--- src/rtl/clock_time_counter.sv ---
// 24-hour BCD wall clock driven by the 1 Hz divider output, with a manual set mode.
// Optional macro ALARM_EN adds an hour/minute alarm comparator; without it alarm is tied low.
module clock_time_counter #(
  parameter int RESET_HH = 0,
  parameter int RESET_MM = 0,
  parameter int RESET_SS = 0
) (
  input  logic       clk,
  input  logic       rst,
  input  logic       tick_in,
  input  logic       set_en,
  input  logic       inc_min,
  input  logic       inc_hr,
`ifdef ALARM_EN
  input  logic       alarm_on,
  input  logic [7:0] alarm_hh,
  input  logic [7:0] alarm_mm,
`endif
  output logic [7:0] hours,
  output logic [7:0] minutes,
  output logic [7:0] seconds,
  output logic       sec_pulse,
  output logic       day_pulse,
  output logic       alarm
);

  localparam logic [7:0] RST_HH_BCD = 8'(((RESET_HH / 10) * 16) + (RESET_HH % 10));
  localparam logic [7:0] RST_MM_BCD = 8'(((RESET_MM / 10) * 16) + (RESET_MM % 10));
  localparam logic [7:0] RST_SS_BCD = 8'(((RESET_SS / 10) * 16) + (RESET_SS % 10));

  // Two-digit BCD increment that wraps to 00 after reaching top.
  function automatic logic [7:0] bcd_inc(input logic [7:0] v, input logic [7:0] top);
    if (v == top) return 8'h00;
    if (v[3:0] == 4'd9) return {v[7:4] + 4'd1, 4'd0};
    return {v[7:4], v[3:0] + 4'd1};
  endfunction

  logic [7:0] hours_q, hours_d;
  logic [7:0] minutes_q, minutes_d;
  logic [7:0] seconds_q, seconds_d;
  logic       sec_pulse_q, sec_pulse_d;
  logic       day_pulse_q, day_pulse_d;
  logic       tick_hist_q, min_hist_q, hr_hist_q;
  logic       arm_q;
  logic       tick_edge, min_edge, hr_edge;

  // arm_q blanks the first post-reset cycle so a tick already high at release is not counted.
  assign tick_edge = tick_in & ~tick_hist_q & arm_q;
  assign min_edge  = inc_min & ~min_hist_q;
  assign hr_edge   = inc_hr & ~hr_hist_q;

  always_comb begin
    hours_d     = hours_q;
    minutes_d   = minutes_q;
    seconds_d   = seconds_q;
    sec_pulse_d = 1'b0;
    day_pulse_d = 1'b0;
    if (set_en) begin
      seconds_d = 8'h00;
      if (min_edge) minutes_d = bcd_inc(minutes_q, 8'h59);
      if (hr_edge)  hours_d   = bcd_inc(hours_q, 8'h23);
    end else if (tick_edge) begin
      sec_pulse_d = 1'b1;
      seconds_d   = bcd_inc(seconds_q, 8'h59);
      if (seconds_q == 8'h59) begin
        minutes_d = bcd_inc(minutes_q, 8'h59);
        if (minutes_q == 8'h59) begin
          hours_d = bcd_inc(hours_q, 8'h23);
          if (hours_q == 8'h23) day_pulse_d = 1'b1;
        end
      end
    end
  end

  always_ff @(posedge clk or negedge rst) begin
    if (!rst) begin
      hours_q     <= RST_HH_BCD;
      minutes_q   <= RST_MM_BCD;
      seconds_q   <= RST_SS_BCD;
      sec_pulse_q <= 1'b0;
      day_pulse_q <= 1'b0;
      tick_hist_q <= 1'b0;
      min_hist_q  <= 1'b0;
      hr_hist_q   <= 1'b0;
      arm_q       <= 1'b0;
    end else begin
      hours_q     <= hours_d;
      minutes_q   <= minutes_d;
      seconds_q   <= seconds_d;
      sec_pulse_q <= sec_pulse_d;
      day_pulse_q <= day_pulse_d;
      tick_hist_q <= tick_in;
      min_hist_q  <= inc_min;
      hr_hist_q   <= inc_hr;
      arm_q       <= 1'b1;
    end
  end

`ifdef ALARM_EN
  logic alarm_q, alarm_d;

  assign alarm_d = alarm_on & ~set_en & (hours_q == alarm_hh) & (minutes_q == alarm_mm);

  always_ff @(posedge clk or negedge rst) begin
    if (!rst) alarm_q <= 1'b0;
    else      alarm_q <= alarm_d;
  end

  assign alarm = alarm_q;
`else
  assign alarm = 1'b0;
`endif

  assign hours     = hours_q;
  assign minutes   = minutes_q;
  assign seconds   = seconds_q;
  assign sec_pulse = sec_pulse_q;
  assign day_pulse = day_pulse_q;

endmodule

--- config.mk ---
export PLATFORM = sky130hd
export DESIGN_NAME = clock_time_counter
export DESIGN_NICKNAME = d
export VERILOG_FILES = /design/src/rtl/clock_time_counter.sv
export SDC_FILE = /design/constraint.sdc
export NUM_CORES = 1
export LEC_CHECK = 0
export ABC_CLOCK_PERIOD_IN_PS = 2630
export CAP_MARGIN = 40
export CORE_MARGIN = 2
export CORE_UTILIZATION = 51
export DETAILED_ROUTE_END_ITERATION = 6
export PLACE_DENSITY_LB_ADDON = 0.2
export SLEW_MARGIN = 20
export SYNTH_ARGS = -nofsm -noshare
export SYNTH_HDL_FRONTEND = slang
export SYNTH_SLANG_ARGS = --single-unit
--- constraint.sdc ---
create_clock -name clk -period 2.63 [get_ports clk]
set_clock_uncertainty 0.1 [all_clocks]
set_input_delay 0.526 -clock clk [delete_from_list [all_inputs] [get_ports clk]]
set_output_delay 0.526 -clock clk [all_outputs]
set_load 0.005 [all_outputs]
# --- Word level (Yosys, flattened, before mapping) ---
# Cells that the tools add are included.
op_classes:
  n_addsub: 6
  n_eq_ne: 10
  n_mux: 70
  bitwise: 7
  n_reduce_logical: 11
ops:
  columns: ["op", "n"]
  rows:
  - ["$mux W8", 27]
  - ["$mux W1", 43]
  - ["$add A4 B1 Y4 const B", 6]
  - ["$eq A8 B7 Y1 const B", 2]
  - ["$eq A4 B4 Y1 const B", 3]
  - ["$reduce_bool A3 Y1", 3]
  - ["$eq A8 B6 Y1 const B", 1]
  - ["$ne A3 B1 Y1 const B", 2]
  - ["$reduce_and A6 Y1", 1]
  - ["$reduce_bool A2 Y1", 3]
  - ["$reduce_and A5 Y1", 1]
  - ["$and A1 B1 Y1", 4]
  - ["$ne A2 B1 Y1 const B", 2]
  - ["$reduce_and A4 Y1", 1]
  - ["$not A1 Y1", 3]
  - ["$reduce_and A3 Y1", 1]
  - ["$reduce_and A2 Y1", 1]
totals:
  regBits: 30
  inputBits: 6
  word_cells: 116

# --- Logic depth before layout (Yosys ltp) ---
# Gate-level depths: netlist of the first run.
depth:
  word_depth: 17
  ltp_mapped: 8
  ltp_nobuf: 7

# --- Worst setup path after synthesis of the first run ---
# OpenSTA, ideal clock, no wires.
synth_timing:
  path_kind: "register to register"
  from: "reg seconds_q[1], in the netlist seconds[1]"
  to: "reg hours_q[2], in the netlist hours[2]"
  setup_time_ns: 0.128
  t_arrival_ns: 1.791
  t_required_ns: 2.402
  setup_slack_ns: 0.611
  path_stages_with_launch: 9
  synth_period_minus_slack_ns: 2.019
  cell_sequence: "dfrtp_1 -> inv_1 -> ha_1 -> and3b_1 -> buf_4 -> nand3_4 -> o31ai_4 -> nand3_2 -> mux2_1"
synth_via:
  elab_chain_len: 3
synth_lines:
  columns: ["element", "line_no", "rtl"]
  rows:
  - ["from (decl)", "40", "logic [7:0] seconds_q, seconds_d;"]
  - ["from (signal assigned)", "89", "seconds_q <= seconds_d;"]
  - ["$eq A8 B7 Y1", "65", "if (seconds_q == 8'h59) begin"]
  - ["$reduce_bool A2 Y1 (no line)", null, null]
  - ["$reduce_and A4 Y1 (no line)", null, null]
  - ["to (signal assigned)", "87", "hours_q <= hours_d;"]
  - ["to (decl)", "38", "logic [7:0] hours_q, hours_d;"]
# No other way between the ends.
# A chain may end at the register's enable or synchronous reset.

# --- Worst setup path after layout of the first run ---
layout_timing:
  from: "reg seconds_q[1], in the netlist seconds[1]"
  to: "reg hours_q[6], in the netlist hours[6]"
layout_via:
  elab_chain_len: 3
layout_lines:
  columns: ["element", "line_no"]
  rows:
  - ["$eq A8 B7 Y1", "65"]
  - ["$reduce_bool A2 Y1 (no line)", null]
  - ["$reduce_and A6 Y1 (no line)", null]
# No other way between the ends.

==> results.json, run 1 <==
{
  "run_status": "complete, no violations",
  "crit_type": "flop to flop",
  "critPathArrivalTime_ps": 2360,
  "internal_power_mw": 1.01,
  "post_cts.resized_instances": 0,
  "diode_insertion_count_for_antenna_repair": 0,
  "worst_flop_to_flop_path_endpoint": "hours[6]",
  "final_nets": 212,
  "finalSetupTns_ps": 0,
  "slew_viol_final": 0,
  "critical_register_to_register_path_startpoint": "seconds[1]",
  "max_stage_delay_ps": 440,
  "cts_tree": "yes",
  "total_power_mw": 1.46,
  "setup_viol": 0,
  "ys_seq_elements": 30,
  "drt_total_wl_um": 3260,
  "clk_pin_slew_ps": 100,
  "synth_top_flop_cell": "dfrtp_1",
  "postSynthAreaPerCell_um2": 10.4,
  "top_level_ports": 33,
  "post-cts-setup-buffers": 0,
  "design.core.area_mm2": 0.00305,
  "layout.area.seq_um2": 751,
  "switch_pwr_mw": 0.455,
  "timing.critical_path.slowest_stage_cell": "dfrtp_1",
  "crit_path_required_time_ps": 2770,
  "grt_max_degree": 31,
  "globalplace.congestion": 0.793,
  "period_minus_slack_ps": 2220,
  "power.density_cell_area_mw_per_mm2": 698,
  "synth_edf_count": 0,
  "fp-row-count": 20,
  "timing.critical_path.to_type": "flop",
  "finalWorstSetupSlack_ps": 414,
  "drive_above_1_share_pct": 13.2,
  "cts_made_buffers": 5,
  "post_synthesis_to_final_layout_area_growth_pct": 28.6,
  "fillers": 261,
  "fp.dieArea_mm2": 0.00366,
  "first_global_vias": 1170,
  "asyncSetResetFlopFracSynth_pct": 100,
  "multi_input_comb_area_um2": 827,
  "drt-initial-drc-count": 42,
  "swShare_pct": 31.2,
  "syn_nets": 172,
  "synthCells": 156,
  "final_antenna_net_count": 0,
  "power.sequential.fraction_pct": 46.5,
  "hold-worst-slack_ps": 398,
  "seq_area_frac_synth_pct": 46.1,
  "cap_violations": 0,
  "drc": 0,
  "power.share.combinational_pct": 29.9,
  "worst_ir_drop_vdd_mv": 0.401,
  "pre_cts_worst_setup_slack_ps": 221,
  "total_vias_in_the_final_route": 1305,
  "number_of_antenna_violations_at_the_first_check_in_global_routing": 0,
  "path_max_fanout": 7,
  "finalCoreUtilization_pct": 68.6,
  "crit_family": "simple AND/OR/NAND/NOR gates",
  "wl_per_cell_um": 13.5,
  "timing.final.crit_share_pct": 84.3,
  "hold_crit_class": "flop to flop",
  "worst-r2r-cell-count": 8,
  "clock_insertion_delay_worst_skew_ps": 330,
  "worstMarginPinSlew_ps": 683,
  "cts_buffer_depth": 2,
  "synth-warning-count": 0,
  "whs_path_depth": 1,
  "total_leakage_power_nw": 1.00,
  "path_cells": "inv_1 -> ha_1 -> and3b_1 -> nand3_4 -> o31ai_4 -> buf_4 -> nand3_1 -> xnor2_1",
  "rsz_0062_raised_after_global_routing": "false",
  "h-tree-depth": 2,
  "grt-ovfl-total": 0,
  "cts.hold.buffers_added": 0,
  "min_delay_worst_endpoint": "hours[7]",
  "rrSetupSlack_ps": 410,
  "hpwlAfterDp_um": 2390,
  "grt_first_pass_wirelength_um": 5530,
  "drt-vias-per-instance": 5.41,
  "floorplan.initialDensity_pct": 53.3,
  "die_y_um": 60.5,
  "clock.fmax_mhz": 451,
  "groute.usage.overall_pct": 20.4,
  "worst-path-buf-inv": 2,
  "synth_area_mm2": 0.00163,
  "die_width_um": 60.5,
  "clock-sinks": 30,
  "synth.distinct_cells": 43,
  "timing.slew.headroom_pct": 53.8,
  "clkPwrFrac_pct": 23.6,
  "startpoint_of_the_worst_hold_path": "hours[7]",
  "drt_pre_antenna_iters": 4,
  "port-buffer-count": 31,
  "clock_root_buffer": "clkbuf_4",
  "crit_path_start_kind": "flop",
  "final_hold_violating_endpoints": 0
}
==> cell type report <==
cell class,count,area share [%]
Multi-Input combinational cell,115,39.5
Sequential cell,30,35.9
Inverter,7,1.26
Timing Repair Buffer,37,17.0
Clock buffer,8,3.77
Tap cell,44,2.63
==> sequential cells by signal, indices dropped and copies added, names as in the netlist <==
| name | flops |
|---|---|
| sec_pulse | 1 |
| min_hist_q | 1 |
| day_pulse | 1 |
| hours | 8 |
| hr_hist_q | 1 |
| seconds | 8 |
| minutes | 8 |
| arm_q | 1 |
| tick_hist_q | 1 |
==> synth_stat cells, types with 3 or more instances <==
cell | number | share of area (%)
nor2b_1 | 4 | 1.5
ha_1 | 10 | 7.7
and3b_1 | 5 | 2.7
nand3_1 | 8 | 2.5
nor3_1 | 7 | 2.2
a21oi_1 | 10 | 3.1
nand2_1 | 11 | 2.5
o21ai_0 | 10 | 3.1
inv_1 | 7 | 1.6
nor2_1 | 12 | 2.8
or4_1 | 3 | 1.4
dfrtp_1 | 30 | 46
==> cell families after synthesis <==
kind of cell / synth area share [%]
buf+inv: 3.07
flops: 46.1
other cells: 0.461
mux: 2.69
xor+xnor: 1.61
simple gates: 25.2
fa+ha+maj: 7.69
compound gates: 13.1
==> routing by layer <==
| metal | routed length, um | part of all wire, % | track usage (%) | vias up |
|---|---|---|---|---|
| met1 | 1570 | 48 | 29.0 | 639 |
| met4 | 52 | 1.6 | 6.52 | 0 |
| li1 | - | - | - | 630 |
| met3 | 137 | 4.2 | 4.26 | 5 |
| met5 | 0 | 0 | 0 | - |
| met2 | 1500 | 46 | 31.5 | 31 |
==> through the flow <==
stage	std cells	cell area, um^2
2_1_floorplan	156	1630
3_3_place_gp	233	2010
3_5_place_dp	233	2010
4_1_cts	241	2090
5_1_grt	241	2090
6_report	241	2090
==> cells in the final DEF (no fill, tap or decap), types with 4 or more instances in the layout <==
master           Yosys  layout
o21ai_0             10      10
ha_1                10      10
nor2b_1              4       4
clkbuf_4             0       5
and3b_1              5       5
dfrtp_1             30      30
inv_1                7       7
clkdlybuf4s50_1      0      31
a21oi_1             10      10
nand2_1             11      11
nand3_1              8       8
nor3_1               7       7
buf_4                2       6
nor2_1              12      12
==> power groups by stage <==
| stage | logic, mW | registers, mW | clock network [mW] |
|---|---|---|---|
| after floorplan | 0.198 | 0.671 | 0 |
| after global placement | 0.428 | 0.679 | 0 |
| after detailed placement | 0.441 | 0.687 | 0 |
| after CTS | 0.443 | 0.680 | 0.348 |
| after global routing | 0.492 | 0.700 | 0.368 |
| final | 0.436 | 0.680 | 0.345 |
==> how the worst max path moves through the flow <==
stage                          start        to  slack (ps)  cells after the start
after floorplan           seconds[1]  hours[2]         610                      8
after global placement       tick_in  hours[6]         300                      7
after detailed placement     tick_in  hours[6]         220                      7
after CTS                 seconds[1]  hours[6]         400                      8
after global routing      seconds[1]  hours[6]         290                      8
final                     seconds[1]  hours[6]         410                      8
No activity file was read; power rests on OpenSTA's default activity.
==> run 2, diff against run 1 <==
Settings changed: ABC_CLOCK_PERIOD_IN_PS 2630 to 1820, CORE_UTILIZATION 51 to 46.
Clock period 2.63 ns to 1.82 ns, I/O delays scaled along.
==> results.json, run 2 (synthesis results as in run 1) <==
{
  "clock_root_buffer": "clkbuf_4",
  "post_synthesis_to_final_layout_area_growth_pct": 62.0,
  "clkPwrFrac_pct": 17.4,
  "power.share.combinational_pct": 45.4,
  "critPathArrivalTime_ps": 2060,
  "power.density_cell_area_mw_per_mm2": 923,
  "violated_checks": "negative setup slack",
  "h-tree-depth": 2,
  "rrSetupSlack_ps": -70,
  "diode_insertion_count_for_antenna_repair": 0,
  "cts_buffer_depth": 2,
  "die_width_um": 63.5,
  "first_global_vias": 1530,
  "drt-vias-per-instance": 5.09,
  "period_minus_slack_ps": 1890,
  "cap_violations": 0,
  "internal_power_mw": 1.64,
  "worst_flop_to_flop_path_endpoint": "hours[3]",
  "number_of_antenna_violations_at_the_first_check_in_global_routing": 0,
  "fp-row-count": 21,
  "globalplace.congestion": 0.793,
  "clock-sinks": 30,
  "total_vias_in_the_final_route": 1506,
  "top_level_ports": 33,
  "hold_crit_class": "input pin to asynchronous set/reset pin",
  "most_common_cell_after_layout_fill_and_taps_aside": "buf_4",
  "design.core.area_mm2": 0.00336,
  "clock.fmax_mhz": 530,
  "drive_above_1_share_pct": 38.4,
  "crit_path_start_kind": "flop",
  "setup_viol": 11,
  "clk_pin_slew_ps": 100,
  "die_y_um": 63.5,
  "power.sequential.fraction_pct": 37.3,
  "fp.dieArea_mm2": 0.00403,
  "layout.cells.most_common_list": "buf_4 (49), dfrtp_1 (28), clkdlybuf4s50_1 (19)",
  "final_nets": 265,
  "worst-r2r-cell-count": 9,
  "grt_max_degree": 31,
  "crit_type": "flop to flop",
  "swShare_pct": 32.4,
  "total_leakage_power_nw": 1.44,
  "floorplan.initialDensity_pct": 48.4,
  "wl_per_cell_um": 14.1,
  "clock_insertion_delay_worst_skew_ps": 330,
  "final_antenna_net_count": 0,
  "drt-initial-drc-count": 49,
  "crit_path_required_time_ps": 1990,
  "switch_pwr_mw": 0.790,
  "grt_first_pass_wirelength_um": 6850,
  "critical_register_to_register_path_startpoint": "seconds[1]",
  "total_power_mw": 2.43,
  "run_status": "complete, but fails checks",
  "groute.usage.overall_pct": 21.7,
  "hold-worst-slack_ps": 325,
  "drt_pre_antenna_iters": 4,
  "slew_viol_final": 0,
  "timing.critical_path.to_type": "flop",
  "timing.final.crit_share_pct": 104,
  "worst_ir_drop_vdd_mv": 0.700,
  "port-buffer-count": 31,
  "drt_total_wl_um": 4180,
  "rsz_0062_raised_after_global_routing": "true",
  "final_hold_violating_endpoints": 0,
  "path_max_fanout": 4,
  "cts_made_buffers": 5,
  "cts_tree": "yes",
  "hpwlAfterDp_um": 2870,
  "drc": 0,
  "grt-ovfl-total": 0,
  "finalWorstSetupSlack_ps": -66.9
}
## run 2: how the worst max path moves through the flow
stage | start | end | slack, ps | depth (start not counted)
6_report | seconds[1] | hours[3] | -70 | 9
5_1_grt | seconds[1] | hours[3] | -130 | 9
4_1_cts | seconds[4] | hours[3] | -60 | 8
3_5_place_dp | tick_in | hours[3] | -360 | 8
3_3_place_gp | tick_in | hours[3] | -340 | 8
2_1_floorplan | seconds[1] | hours[1] | -190 | 8
## run 2: per-layer routing
metal  vias to the layer above  share of wire, %  wire length [um]  track usage (%)
li1                        740                 -                 -                -
met1                       722                42              1770             26.4
met2                        38                52              2170             36.8
met3                         6               4.2               176             5.54
met4                         0               1.4                60             8.15
met5                         -                 0                 0                0
## run 2: power by group through the flow
stage          registers, mW  clock network, mW  logic, mW
2_1_floorplan          0.971                  0      0.287
3_3_place_gp           0.905                  0      0.895
3_5_place_dp           0.914                  0      0.929
4_1_cts                0.903              0.427       1.01
5_1_grt                0.924              0.462       1.20
6_report               0.907              0.423       1.10
## run 2: final cells by class
class                           instances  area (um^2)
Clock buffer                            7         55.1
Sequential cell                        30          753
Clock inverter                          1         5.00
Multi-Input combinational cell        115          926
Fill cell                             243          727
Timing Repair Buffer                   90          813
Tap cell                               46         57.6
Inverter                                7         26.3
## run 2: what timing repair did
item                                    in CTS  in global routing
endpoints found under the setup margin      19                 34
hold buffers                                 0                  0
hold endpoints to repair                     0                  0
setup buffers                                6                  8
gates resized for setup                     15                 30
pin swaps                                    8                  7
## run 2: worst max-delay path: stages (launching register included)
cell and delay (ps):
dfrtp_1 400, inv_2 70, ha_4 130, and3b_2 240, nand3_4 90, o31ai_4 320, buf_6 160, buf_6 90
a31o_4 120, a22o_1 120
## run 2: metrics by stage
stage | cell area (um^2) | utilization (%) | setup TNS (ps) | instances | setup WS, ps
2_1_floorplan | 1650 | - | -690 | 156 | -192
3_3_place_gp | 2320 | 69.1 | -4170 | 274 | -336
3_5_place_dp | 2320 | 69.1 | -4770 | 274 | -364
4_1_cts | 2480 | 73.7 | -215 | 288 | -56.2
5_1_grt | 2640 | 78.4 | -1480 | 296 | -134
6_report | 2640 | 78.4 | -398 | 296 | -66.9
==> run 3, diff against run 2 <==
Settings changed: ABC_CLOCK_PERIOD_IN_PS 1820 to 2350, CAP_MARGIN 40 to 20, CORE_UTILIZATION 46 to 54.
Clock period 1.82 ns to 2.35 ns, I/O delays scaled along.
==> results.json, run 3 (synthesis results as in run 1) <==
{
  "slew_viol_final": 0,
  "power.density_cell_area_mw_per_mm2": 749,
  "drt_total_wl_um": 3210,
  "fp.dieArea_mm2": 0.00347,
  "drt_pre_antenna_iters": 7,
  "h-tree-depth": 2,
  "final_antenna_net_count": 0,
  "post_cts.resized_instances": 0,
  "clock_root_buffer": "clkbuf_4",
  "post-cts-setup-buffers": 0,
  "cts_made_buffers": 5,
  "globalplace.congestion": 0.759,
  "total_leakage_power_nw": 1.01,
  "top_level_ports": 33,
  "hpwlAfterDp_um": 2400,
  "drc": 3,
  "design.core.area_mm2": 0.00281,
  "fp-row-count": 19,
  "drt-initial-drc-count": 57,
  "clock-sinks": 30,
  "fillers": 211,
  "wl_per_cell_um": 13.8,
  "cts_tree": "yes",
  "period_minus_slack_ps": 2090,
  "most_common_cell_after_layout_fill_and_taps_aside": "clkdlybuf4s50_1",
  "diode_insertion_count_for_antenna_repair": 0,
  "critPathArrivalTime_ps": 2210,
  "setup_viol": 0,
  "post_place_cells": 224,
  "rsz_0062_raised_after_global_routing": "false",
  "die_y_um": 58.9,
  "final_hold_violating_endpoints": 0,
  "timing.slew.headroom_pct": 60.1,
  "die_width_um": 58.9,
  "final_nets": 216,
  "path_max_fanout": 10,
  "port-buffer-count": 31,
  "worst_ir_drop_vdd_mv": 0.553,
  "cts_buffer_depth": 2,
  "timing.critical_path.to_type": "flop",
  "cap_violations": 0,
  "hold_crit_class": "flop to flop",
  "clock_insertion_delay_worst_skew_ps": 330,
  "drt-vias-per-instance": 5.49,
  "post_synthesis_to_final_layout_area_growth_pct": 28.3,
  "layout.cell_area.non_filler_mm2": 0.00209,
  "groute.usage.overall_pct": 21.0,
  "grt-ovfl-total": 0,
  "layout.cells.most_common_list": "clkdlybuf4s50_1 (31), dfrtp_1 (30), nor2_1 (12)",
  "worstMarginPinSlew_ps": 590,
  "rrSetupSlack_ps": 260,
  "crit_type": "flop to flop",
  "first_global_vias": 1231,
  "finalSetupTns_ps": 0,
  "finalWorstSetupSlack_ps": 263,
  "finish.cell_count_without_fillers": 232,
  "clock.fmax_mhz": 479,
  "timing.final.crit_share_pct": 88.8,
  "floorplan.initialDensity_pct": 58.0,
  "cts.hold.buffers_added": 0,
  "crit_path_required_time_ps": 2470,
  "total_power_mw": 1.56,
  "violated_checks": "design-rule violations",
  "grt_max_degree": 31,
  "dpl_cell_area_mm2": 0.00203,
  "pre_cts_worst_setup_slack_ps": 68.1,
  "grt_first_pass_wirelength_um": 5350,
  "number_of_antenna_violations_at_the_first_check_in_global_routing": 0,
  "run_status": "complete, but fails checks",
  "drive_above_1_share_pct": 14.4,
  "crit_path_start_kind": "flop",
  "total_vias_in_the_final_route": 1273,
  "clk_pin_slew_ps": 100
}
[run 3: changes by cell type in the layout (fill, tap and decap cells not counted), moves of 3 or more]
| cell | delta |
|---|---|
| inv_2 | -3 |
| o21ai_0 | +3 |
| dlymetal6s2s_1 | -10 |
| ha_1 | +3 |
| clkdlybuf4s50_1 | +12 |
| o21ai_1 | -3 |
| inv_1 | +3 |
| buf_6 | -10 |
| buf_4 | -39 |
| ha_4 | -3 |
[run 3: metrics by stage]
| step | hold WS (ps) | utilization, % |
|---|---|---|
| floorplan | 74.4 | - |
| global placement | 381 | 72.3 |
| detailed placement | 387 | 72.3 |
| CTS | 399 | 74.4 |
| global route | 431 | 74.4 |
| finish | 403 | 74.4 |
[run 3: where the power goes]
part           switching, mW  internal [mW]
clock network          0.171          0.145
registers              0.147          0.614
logic                  0.176          0.310
total                  0.494           1.07
[run 3: worst max-delay path, stage by stage (launching register included)]
cell     delay [ps]
dfrtp_1         430
inv_1            70
ha_1            190
and3b_1         260
nand2_1         110
o31ai_4         210
buf_4           210
nand3_2          90
mux2_1          310
[run 3: metal layers]
| metal | track usage (%) | wire, um | up-vias |
|---|---|---|---|
| met2 | 35.1 | 1570 | 31 |
| met1 | 24.6 | 1400 | 597 |
| li1 | - | - | 639 |
| met5 | 0 | 0 | - |
| met4 | 8.44 | 47 | 0 |
| met3 | 7.25 | 190 | 6 |
[run 3: final cells by class]
cell class / instances / area [um^2] / share of cell area, %
multi-input cells: 115 / 827 / 39.6
flip-flops and latches: 30 / 751 / 35.9
repair buffers: 41 / 385 / 18.5
clock buffers: 7 / 55.1 / 2.64
well taps: 31 / 38.8 / 1.86
inverters: 7 / 26.3 / 1.26
clock inverters: 1 / 5.00 / 0.240
[run 3: final timing paths]
kind,from,cells after the start,to
setup / recovery,minutes[5],8,hours[2]
hold / removal,hours[7],1,hours[7]
setup reg to reg,minutes[5],8,hours[2]
hold reg to reg,hours[7],1,hours[7]
max in group asynchronous,rst,2,sec_pulse
min in group asynchronous,rst,2,day_pulse
